## config.mk

```make
export PLATFORM = sky130hd
export DESIGN_NAME = stall_pipe_chain
export DESIGN_NICKNAME = d
export VERILOG_FILES = /design/src/rtl/pipe_pkg.sv /design/src/rtl/stall_pipe_stage.sv /design/src/rtl/stall_pipe_chain.sv
export SDC_FILE = /design/constraint.sdc
export NUM_CORES = 1
export LEC_CHECK = 0
export ABC_AREA = 1
export BUFFER_PORTS_ARGS = -buffer_cell sky130_fd_sc_hd__buf_2
export CAP_MARGIN = 10
export CORE_AREA = 2 2 196 198
export DETAILED_ROUTE_END_ITERATION = 12
export DIE_AREA = 0 0 198 200
export SKIP_LAST_GASP = 1
export SLEW_MARGIN = 20
export SYNTH_ARGS = -nofsm -noshare
export SYNTH_HDL_FRONTEND = slang
export SYNTH_HIERARCHICAL = 1
export SYNTH_SLANG_ARGS = --single-unit
export TNS_END_PERCENT = 5
```

## constraint.sdc

```tcl
create_clock -name clk -period 2.05 [get_ports clk]
set_input_delay 0.41 -clock clk [delete_from_list [all_inputs] [get_ports clk]]
set_output_delay 0.41 -clock clk [all_outputs]
set_load 0.05 [all_outputs]
```

## src/rtl/pipe_pkg.sv

```systemverilog
// rtl/pipe_pkg.sv - shared defaults and flush-to-kill helper for the stall pipeline (optional counters: PIPE_PERF_EN)
package pipe_pkg;

  localparam int PIPE_STAGES_DEF = 3;
  localparam int PIPE_DW_DEF     = 64;
  localparam int PIPE_CNT_W_DEF  = 32;
  // Widest chain kill_mask can describe; flush vectors are zero-extended to this width.
  localparam int PIPE_MAX_STAGES = 32;

  // Suffix-OR: bit i is set when any flush bit at index >= i is set, so an
  // older flush also kills every younger stage.
  function automatic logic [PIPE_MAX_STAGES-1:0] kill_mask(input logic [PIPE_MAX_STAGES-1:0] flush);
    logic [PIPE_MAX_STAGES-1:0] m;
    logic                       acc;
    m   = '0;
    acc = 1'b0;
    for (int i = PIPE_MAX_STAGES - 1; i >= 0; i--) begin
      acc  = acc | flush[i];
      m[i] = acc;
    end
    return m;
  endfunction

endpackage

```

## src/rtl/stall_pipe_stage.sv

```systemverilog
// rtl/stall_pipe_stage.sv - one valid/allow_in pipeline stage with payload and optional stall counter (PIPE_PERF_EN)
module stall_pipe_stage
  import pipe_pkg::*;
#(
  parameter int DW    = PIPE_DW_DEF,
  parameter int CNT_W = PIPE_CNT_W_DEF
) (
  input  logic             clk,
  input  logic             rst,
  input  logic             i_src_valid,
  input  logic             i_ready_go,
  input  logic             i_allow_next,
  input  logic             i_kill,
  input  logic [DW-1:0]    i_d,
  output logic             o_valid,
  output logic [DW-1:0]    o_q,
  output logic             o_allow_in,
  output logic             o_go,
  output logic             o_fire,
  output logic [CNT_W-1:0] o_stall_cnt
);

  logic          r_valid;
  logic [DW-1:0] r_q;

  // Handshake terms; allow_in depends on the older stage so a stall ripples back in the same cycle.
  assign o_go       = r_valid & i_ready_go;
  assign o_allow_in = ~r_valid | (i_ready_go & i_allow_next);
  assign o_fire     = i_src_valid & o_allow_in & ~i_kill;
  assign o_valid    = r_valid;
  assign o_q        = r_q;

  // Valid bit: a kill beats everything, otherwise take the source valid whenever we may accept.
  always_ff @(posedge clk or posedge rst) begin
    if (rst) begin
      r_valid <= 1'b0;
    end else if (i_kill) begin
      r_valid <= 1'b0;
    end else if (o_allow_in) begin
      r_valid <= i_src_valid;
    end
  end

  // Payload loads only when an item actually enters; killed stages keep their old data.
  always_ff @(posedge clk or posedge rst) begin
    if (rst) begin
      r_q <= '0;
    end else if (o_fire) begin
      r_q <= i_d;
    end
  end

`ifdef PIPE_PERF_EN
  logic [CNT_W-1:0] r_stall_cnt;
  logic             w_stall;

  assign w_stall     = r_valid & ~(i_ready_go & i_allow_next) & ~i_kill;
  assign o_stall_cnt = r_stall_cnt;

  // Saturating count of cycles this stage holds an item it cannot pass on.
  always_ff @(posedge clk or posedge rst) begin
    if (rst) begin
      r_stall_cnt <= '0;
    end else if (w_stall && (r_stall_cnt != {CNT_W{1'b1}})) begin
      r_stall_cnt <= r_stall_cnt + 1'b1;
    end
  end
`else
  assign o_stall_cnt = '0;
`endif

endmodule

```

## src/rtl/stall_pipe_chain.sv

```systemverilog
// rtl/stall_pipe_chain.sv - N-stage valid/allow_in pipeline with youngest-side flush (optional counters: PIPE_PERF_EN)
module stall_pipe_chain
  import pipe_pkg::*;
#(
  parameter int STAGES = PIPE_STAGES_DEF,
  parameter int DW     = PIPE_DW_DEF,
  parameter int CNT_W  = PIPE_CNT_W_DEF
) (
  input  logic                    clk,
  input  logic                    rst,
  input  logic                    validin,
  output logic                    in_allow,
  input  logic [STAGES*DW-1:0]    stage_d,
  output logic [STAGES*DW-1:0]    stage_q,
  output logic [STAGES-1:0]       stage_valid,
  input  logic [STAGES-1:0]       ready_go,
  output logic [STAGES-1:0]       stage_fire,
  input  logic [STAGES-1:0]       flush,
  input  logic                    out_allow,
  output logic                    validout,
  output logic [STAGES*CNT_W-1:0] perf_stall
);

  logic [STAGES:0]          w_allow;
  logic [STAGES-1:0]        w_go;
  logic [STAGES-1:0]        w_src_valid;
  logic [STAGES-1:0]        w_kill;
  logic [PIPE_MAX_STAGES-1:0] w_flush_ext;

  // Zero-extend flush so the fixed-width package helper can build the kill mask.
  always_comb begin
    w_flush_ext              = '0;
    w_flush_ext[STAGES-1:0]  = flush;
  end

  assign w_kill          = STAGES'(kill_mask(w_flush_ext));
  assign w_allow[STAGES] = out_allow;
  assign in_allow        = w_allow[0];
  assign validout        = w_go[STAGES-1];

  generate
    for (genvar gi = 0; gi < STAGES; gi++) begin : g_stage
      if (gi == 0) begin : g_head
        assign w_src_valid[gi] = validin;
      end else begin : g_body
        assign w_src_valid[gi] = w_go[gi-1];
      end

      stall_pipe_stage #(
        .DW    (DW),
        .CNT_W (CNT_W)
      ) u_stage (
        .clk          (clk),
        .rst          (rst),
        .i_src_valid  (w_src_valid[gi]),
        .i_ready_go   (ready_go[gi]),
        .i_allow_next (w_allow[gi+1]),
        .i_kill       (w_kill[gi]),
        .i_d          (stage_d[gi*DW +: DW]),
        .o_valid      (stage_valid[gi]),
        .o_q          (stage_q[gi*DW +: DW]),
        .o_allow_in   (w_allow[gi]),
        .o_go         (w_go[gi]),
        .o_fire       (stage_fire[gi]),
        .o_stall_cnt  (perf_stall[gi*CNT_W +: CNT_W])
      );
    end
  endgenerate

endmodule

```

# Word-level counts from Yosys, hierarchy flattened
# Index checks and enable logic that the tools add are counted.
# totals
mem_bits_ro	0
wordCells	38
ramBits	0
out_inout_bits	296
latchBits	0
ff_bits	195
input_bits	202
mem_count	0
# classes
div	0
n_reduce_logical	3
order_cmp	0
shift	0
bitwise	23
eq_ne	0
mux	6
multipliers	0
addsub	0
# ops
op	n
bitwise AND 1 bit	12
two-way mux 1 bit	6
inverter 1 bit	6
nonzero test 2 bit	3
OR 1 bit	5

# Longest topological paths before layout
# logic_depth
depth_word	8
depth_mapped	13
mapped_depth_nobuf	9

# Cells and area by module
# The synthesis kept the hierarchy.
# modules_own_cells
module	area_each_um2	seq_area_each_um2	cells_each	instances
stall_pipe_stage	2900.3	1626.6	321	3
stall_pipe_chain	17.5	0.0	4	1

# Worst setup path after synthesis
# No wires, ideal clock.
# synth_path
path_kind	reg2out
startpoint	reg g_stage[2].u_stage.r_valid
endpoint	out stage_fire[0]
stages_incl_launch_ff	12
n_path_buf	4
path_slack_ns	-0.399
arrival_ns	2.039
required_ns	1.640
path_cell_list	dfrtp_1 nand2_2 buf_2 nand2_1 nand2_2 buf_2 nand2_1 nand2_2 nand2_1 buf_6 buf_6 inv_1
# synth_via
elab_chain_len	8
# synth_rtl
item	line	source
from (decl)	stall_pipe_stage.sv:23	logic r_valid;
from (signal assigned)	stall_pipe_stage.sv:40	r_valid <= i_src_valid;
inverter 1 bit	stall_pipe_stage.sv:28	assign o_allow_in = ~r_valid | (i_ready_go & i_allow_next);
OR 1 bit	stall_pipe_stage.sv:28	
via w_allow[2]	stall_pipe_chain.sv:24	logic [STAGES:0] w_allow;
bitwise AND 1 bit	stall_pipe_stage.sv:28	
OR 1 bit	stall_pipe_stage.sv:28	
via w_allow[1]	stall_pipe_chain.sv:24	
bitwise AND 1 bit	stall_pipe_stage.sv:28	
OR 1 bit	stall_pipe_stage.sv:28	
bitwise AND 1 bit (2 in series)	stall_pipe_stage.sv:29	assign o_fire = i_src_valid & o_allow_in & ~i_kill;
to (decl)	stall_pipe_chain.sv:17	output logic [STAGES-1:0] stage_fire,
# The timed path passes the listed nets, and every way through them passes these cells.

# Final worst setup path
# layout_path
startpoint	reg g_stage[2].u_stage.r_valid
endpoint	out in_allow
# layout_via
elab_chain_len	6
# layout_rtl
item	line	source
inverter 1 bit	stall_pipe_stage.sv:28	
OR 1 bit	stall_pipe_stage.sv:28	
via w_allow[2]	stall_pipe_chain.sv:24	
bitwise AND 1 bit	stall_pipe_stage.sv:28	
OR 1 bit	stall_pipe_stage.sv:28	
via w_allow[1]	stall_pipe_chain.sv:24	
bitwise AND 1 bit	stall_pipe_stage.sv:28	
OR 1 bit	stall_pipe_stage.sv:28	
to (decl)	stall_pipe_chain.sv:12	output logic in_allow,
# The timed path passes the listed nets, and every way through them passes these cells.

==> impl_metrics.csv <==
group,metric,value,unit
run_status,status,"completed",
setup_path,arrival,1550,ps
clock_network,cts_sinks,195,
synth,yosys.area_share.xor_xnor,0,
clock_network,clockBufferDepth,2,
clock_network,root_buffer,"clkbuf_16",
setup_path,start_kind,"flop",
pwr,p_sw_frac,0.3999,
synth,postSynthAreaPerCell,9.016,sq um
timing,rsz0062_at_grt,"yes",
synth,ys_seq_elements,195,
detailed_routing,firstDrtPassIters,7,
setup_path,critPathSlowestCell,"dfrtp_2",
synth,yosysWarningCount,6,
detailed_routing,wl_met2,12570,um
finish,antennaDiodeCount,0,
pwr,vdd_drop_max,0.0005985,V
timing,min_period,1964,ps
setup_path,cp_cell_sequence,"nand2_2 -> nand2_1 -> nand2_2 -> nand2_2 -> nand2_4 -> buf_12 -> buf_12",
synth,synth.area.mux_share,0,
clock_network,cts_buffers,17,
die,die_y,200,um
synth,synthesis.area,8718,sq um
worst_hold_path,min-delay-start,"stage_d[86]",
timing,fin_tns_setup,0,ps
timing,period_share,0.9580,
setup_path,cpMostUsedCell,"nand2_2",
setup_path,rr_worst_depth,8,
timing,worst-slew-pin-transition,680.4,ps
detailed_routing,wirelength,25820,um
finish,final_common_cell,"buf_2",
setup_path,crit_required,1640,ps
pwr,clkPwrFrac,0.292,
setup_path,r2r-start,"g_stage[2].u_stage/o_valid",
finish,layout_common_cells,"buf_2, nand2_1, dfrtp_1",
detailed_routing,met1_length,10750,um
synth,synthDistinctLibCells,13,
timing,relSlewSlack,0.5464,
timing,slew_violations,0,
setup_path,reg2reg_to,"g_stage[1].u_stage/o_q[44]",
timing,setup_violations,0,
detailed_routing,post_drt_wl_per_cell,13.81,um
timing,fmax,509.2,MHz
synth,synth_compound_area_frac,0.001722,
finish,fillCellCount,3993,
pwr,seq_power_share,0.404,
place,dp_hpwl,18880,um
timing,clock_skew,12.95,ps
die,initial_core_util,0.2331,
setup_path,setup.worst_path.start,"g_stage[2].u_stage/o_valid",
setup_path,reg2reg_setup_slack,380,ps
detailed_routing,met3_length,1885,um
global_route,grt_pass1_wl,37460,um
clock_network,clkTransAtPathRegs,70,ps
worst_hold_path,min_to,"g_stage[1].u_stage/o_q[22]",
die,die-area,39600,sq um
detailed_routing,viasPerCell,3.979,
finish,nets,1547,
clock_network,cts_max_level,4,
pwr,power,11.31,mW
timing,hold_violations,0,
die,die_w,198,um
global_route,grtUsageTotal,0.1230,
run,maxCapViolCount,0,
detailed_routing,drc,0,
clock_network,insertion_delay,460,ps
detailed_routing,postRouteAntennaNets,0,
finish,drive_gt1_frac,0.3498,
place,portBuffers,401,
global_route,grt_pass1_vias,6855,
clock_network,tritoncts,"yes",
finish,area_growth_syn_to_layout,30.54,%
synth,synth_top_family_by_area,"simple AND/OR/NAND/NOR gates",
worst_hold_path,hold_class,"primary input to flop",
pwr,power_leakage,6.845,nW
pwr,p_sw,4.521,mW
detailed_routing,vias,7437,
setup_path,end_kind,"output pin",
global_route,grt_max_degree,66,
die,rows,71,
die,pin_count,498,
synth,synthAdderAreaFrac,0,
global_route,grt_overflow,0,
synth,synthSimpleGateAreaFrac,0.2866,
die,core,37400,sq um
pwr,power_density,993.4,nW/um^2
setup_path,cp_max_fo,9,
setup_path,crit_type,"flop to output pin",
timing,whs,177.3,ps
detailed_routing,top_layer_used,"met5",
detailed_routing,drt-initial-drc-count,314,
pwr,p_comb_frac,0.304,
setup_path,worst_path_largest_cell_delay,420,ps
synth,syn-instance-count,967,
global_route,antenna_found_initial,2,
worst_hold_path,whs_path_depth,3,
synth,yosysSeqAreaShare,0.5597,
place,gp_congestion,0.7750,
pwr,p_int,6.784,mW
## power by group through the flow
stage          Combinational, mW  Clock [mW]  Sequential [mW]
2_1_floorplan              0.984           0             6.32
3_3_place_gp                3.43           0             4.62
3_5_place_dp                3.46           0             4.63
4_1_cts                     3.46        3.44             4.57
5_1_grt                     3.62        3.59             4.63
6_report                    3.44        3.30             4.57
## flip-flops by register name, summed over array words and instances (netlist names)
register,flops
g_stage.u_stage/o_q,192
g_stage.u_stage/o_valid,3
## worst max-delay path by stage
stage	end	slack [ps]	depth (start not counted)
final	in_allow	90	7
after global routing	stage_fire[0]	-30	8
after CTS	stage_fire[0]	-10	8
after detailed placement	stage_fire[0]	70	7
after global placement	stage_fire[0]	70	7
after floorplan	stage_fire[0]	-120	11
## through the flow
stage               worst slack (ps)  cell area (sq um)    util  instances
floorplan                     -122.2               9091       -       1060
global placement               73.60              10750  0.2873       1835
detailed placement             73.76              10750  0.2873       1835
CTS                           -12.00              11360  0.3038       1868
global route                  -25.49              11380  0.3043       1869
finish                         86.11              11380  0.3043       1869
## logic make-up after synthesis
logic type | after synthesis
other | 3
buffers and inverters | 173
flip-flops | 195
AND/OR/NAND/NOR | 593
AO/OA/AOI/OAI | 3
## synth_stat cells
library cell	n	area share
nand2_1	394	0.17
dfrtp_1	195	0.56
nand3_1	192	0.11
buf_4	126	0.11
buf_6	24	0.031
inv_1	11	0.0047
buf_2	9	0.0052
a21oi_1	3	0.0017
conb_1	3	0.0013
inv_2	3	0.0013
nand2_2	3	0.0022
nor2_4	3	0.0039
nor2_2	1	0.00072
## timing repair
item | CTS | global route
gates resized for setup | 11 | 4
cloned | 0 | 0
setup buffers | 0 | 1
pin swaps | 1 | 1
hold buffers | 1 | 0
endpoints found under the setup margin | 4 | 4
hold endpoints to repair | 20 | 0
## final cells by class
| type | count | area [sq um] | share of cell area |
|---|---|---|---|
| Clock inverter | 13 | 136.4 | 0.01198 |
| Inverter | 14 | 60.06 | 0.005277 |
| Tap cell | 511 | 639.4 | 0.05618 |
| Timing Repair Buffer | 425 | 2336 | 0.2053 |
| Clock buffer | 19 | 432.9 | 0.03804 |
| Sequential cell | 195 | 4882 | 0.4290 |
| Multi-Input combinational cell | 692 | 2894 | 0.2543 |
## worst max-delay path, delay by kind of cell, from the launching register on
kind,cells,cell delay [ps]
AND/OR/NAND/NOR,5,380
buffers and inverters,2,280
flip-flops,1,420
## layer usage
metal | track usage | vias up
li1 | - | 3612
met1 | 0.1500 | 3511
met2 | 0.1995 | 274
met3 | 0.04217 | 36
met4 | 0.05013 | 4
met5 | 0 | -
Note: power is estimated with default switching activity, not from simulation.
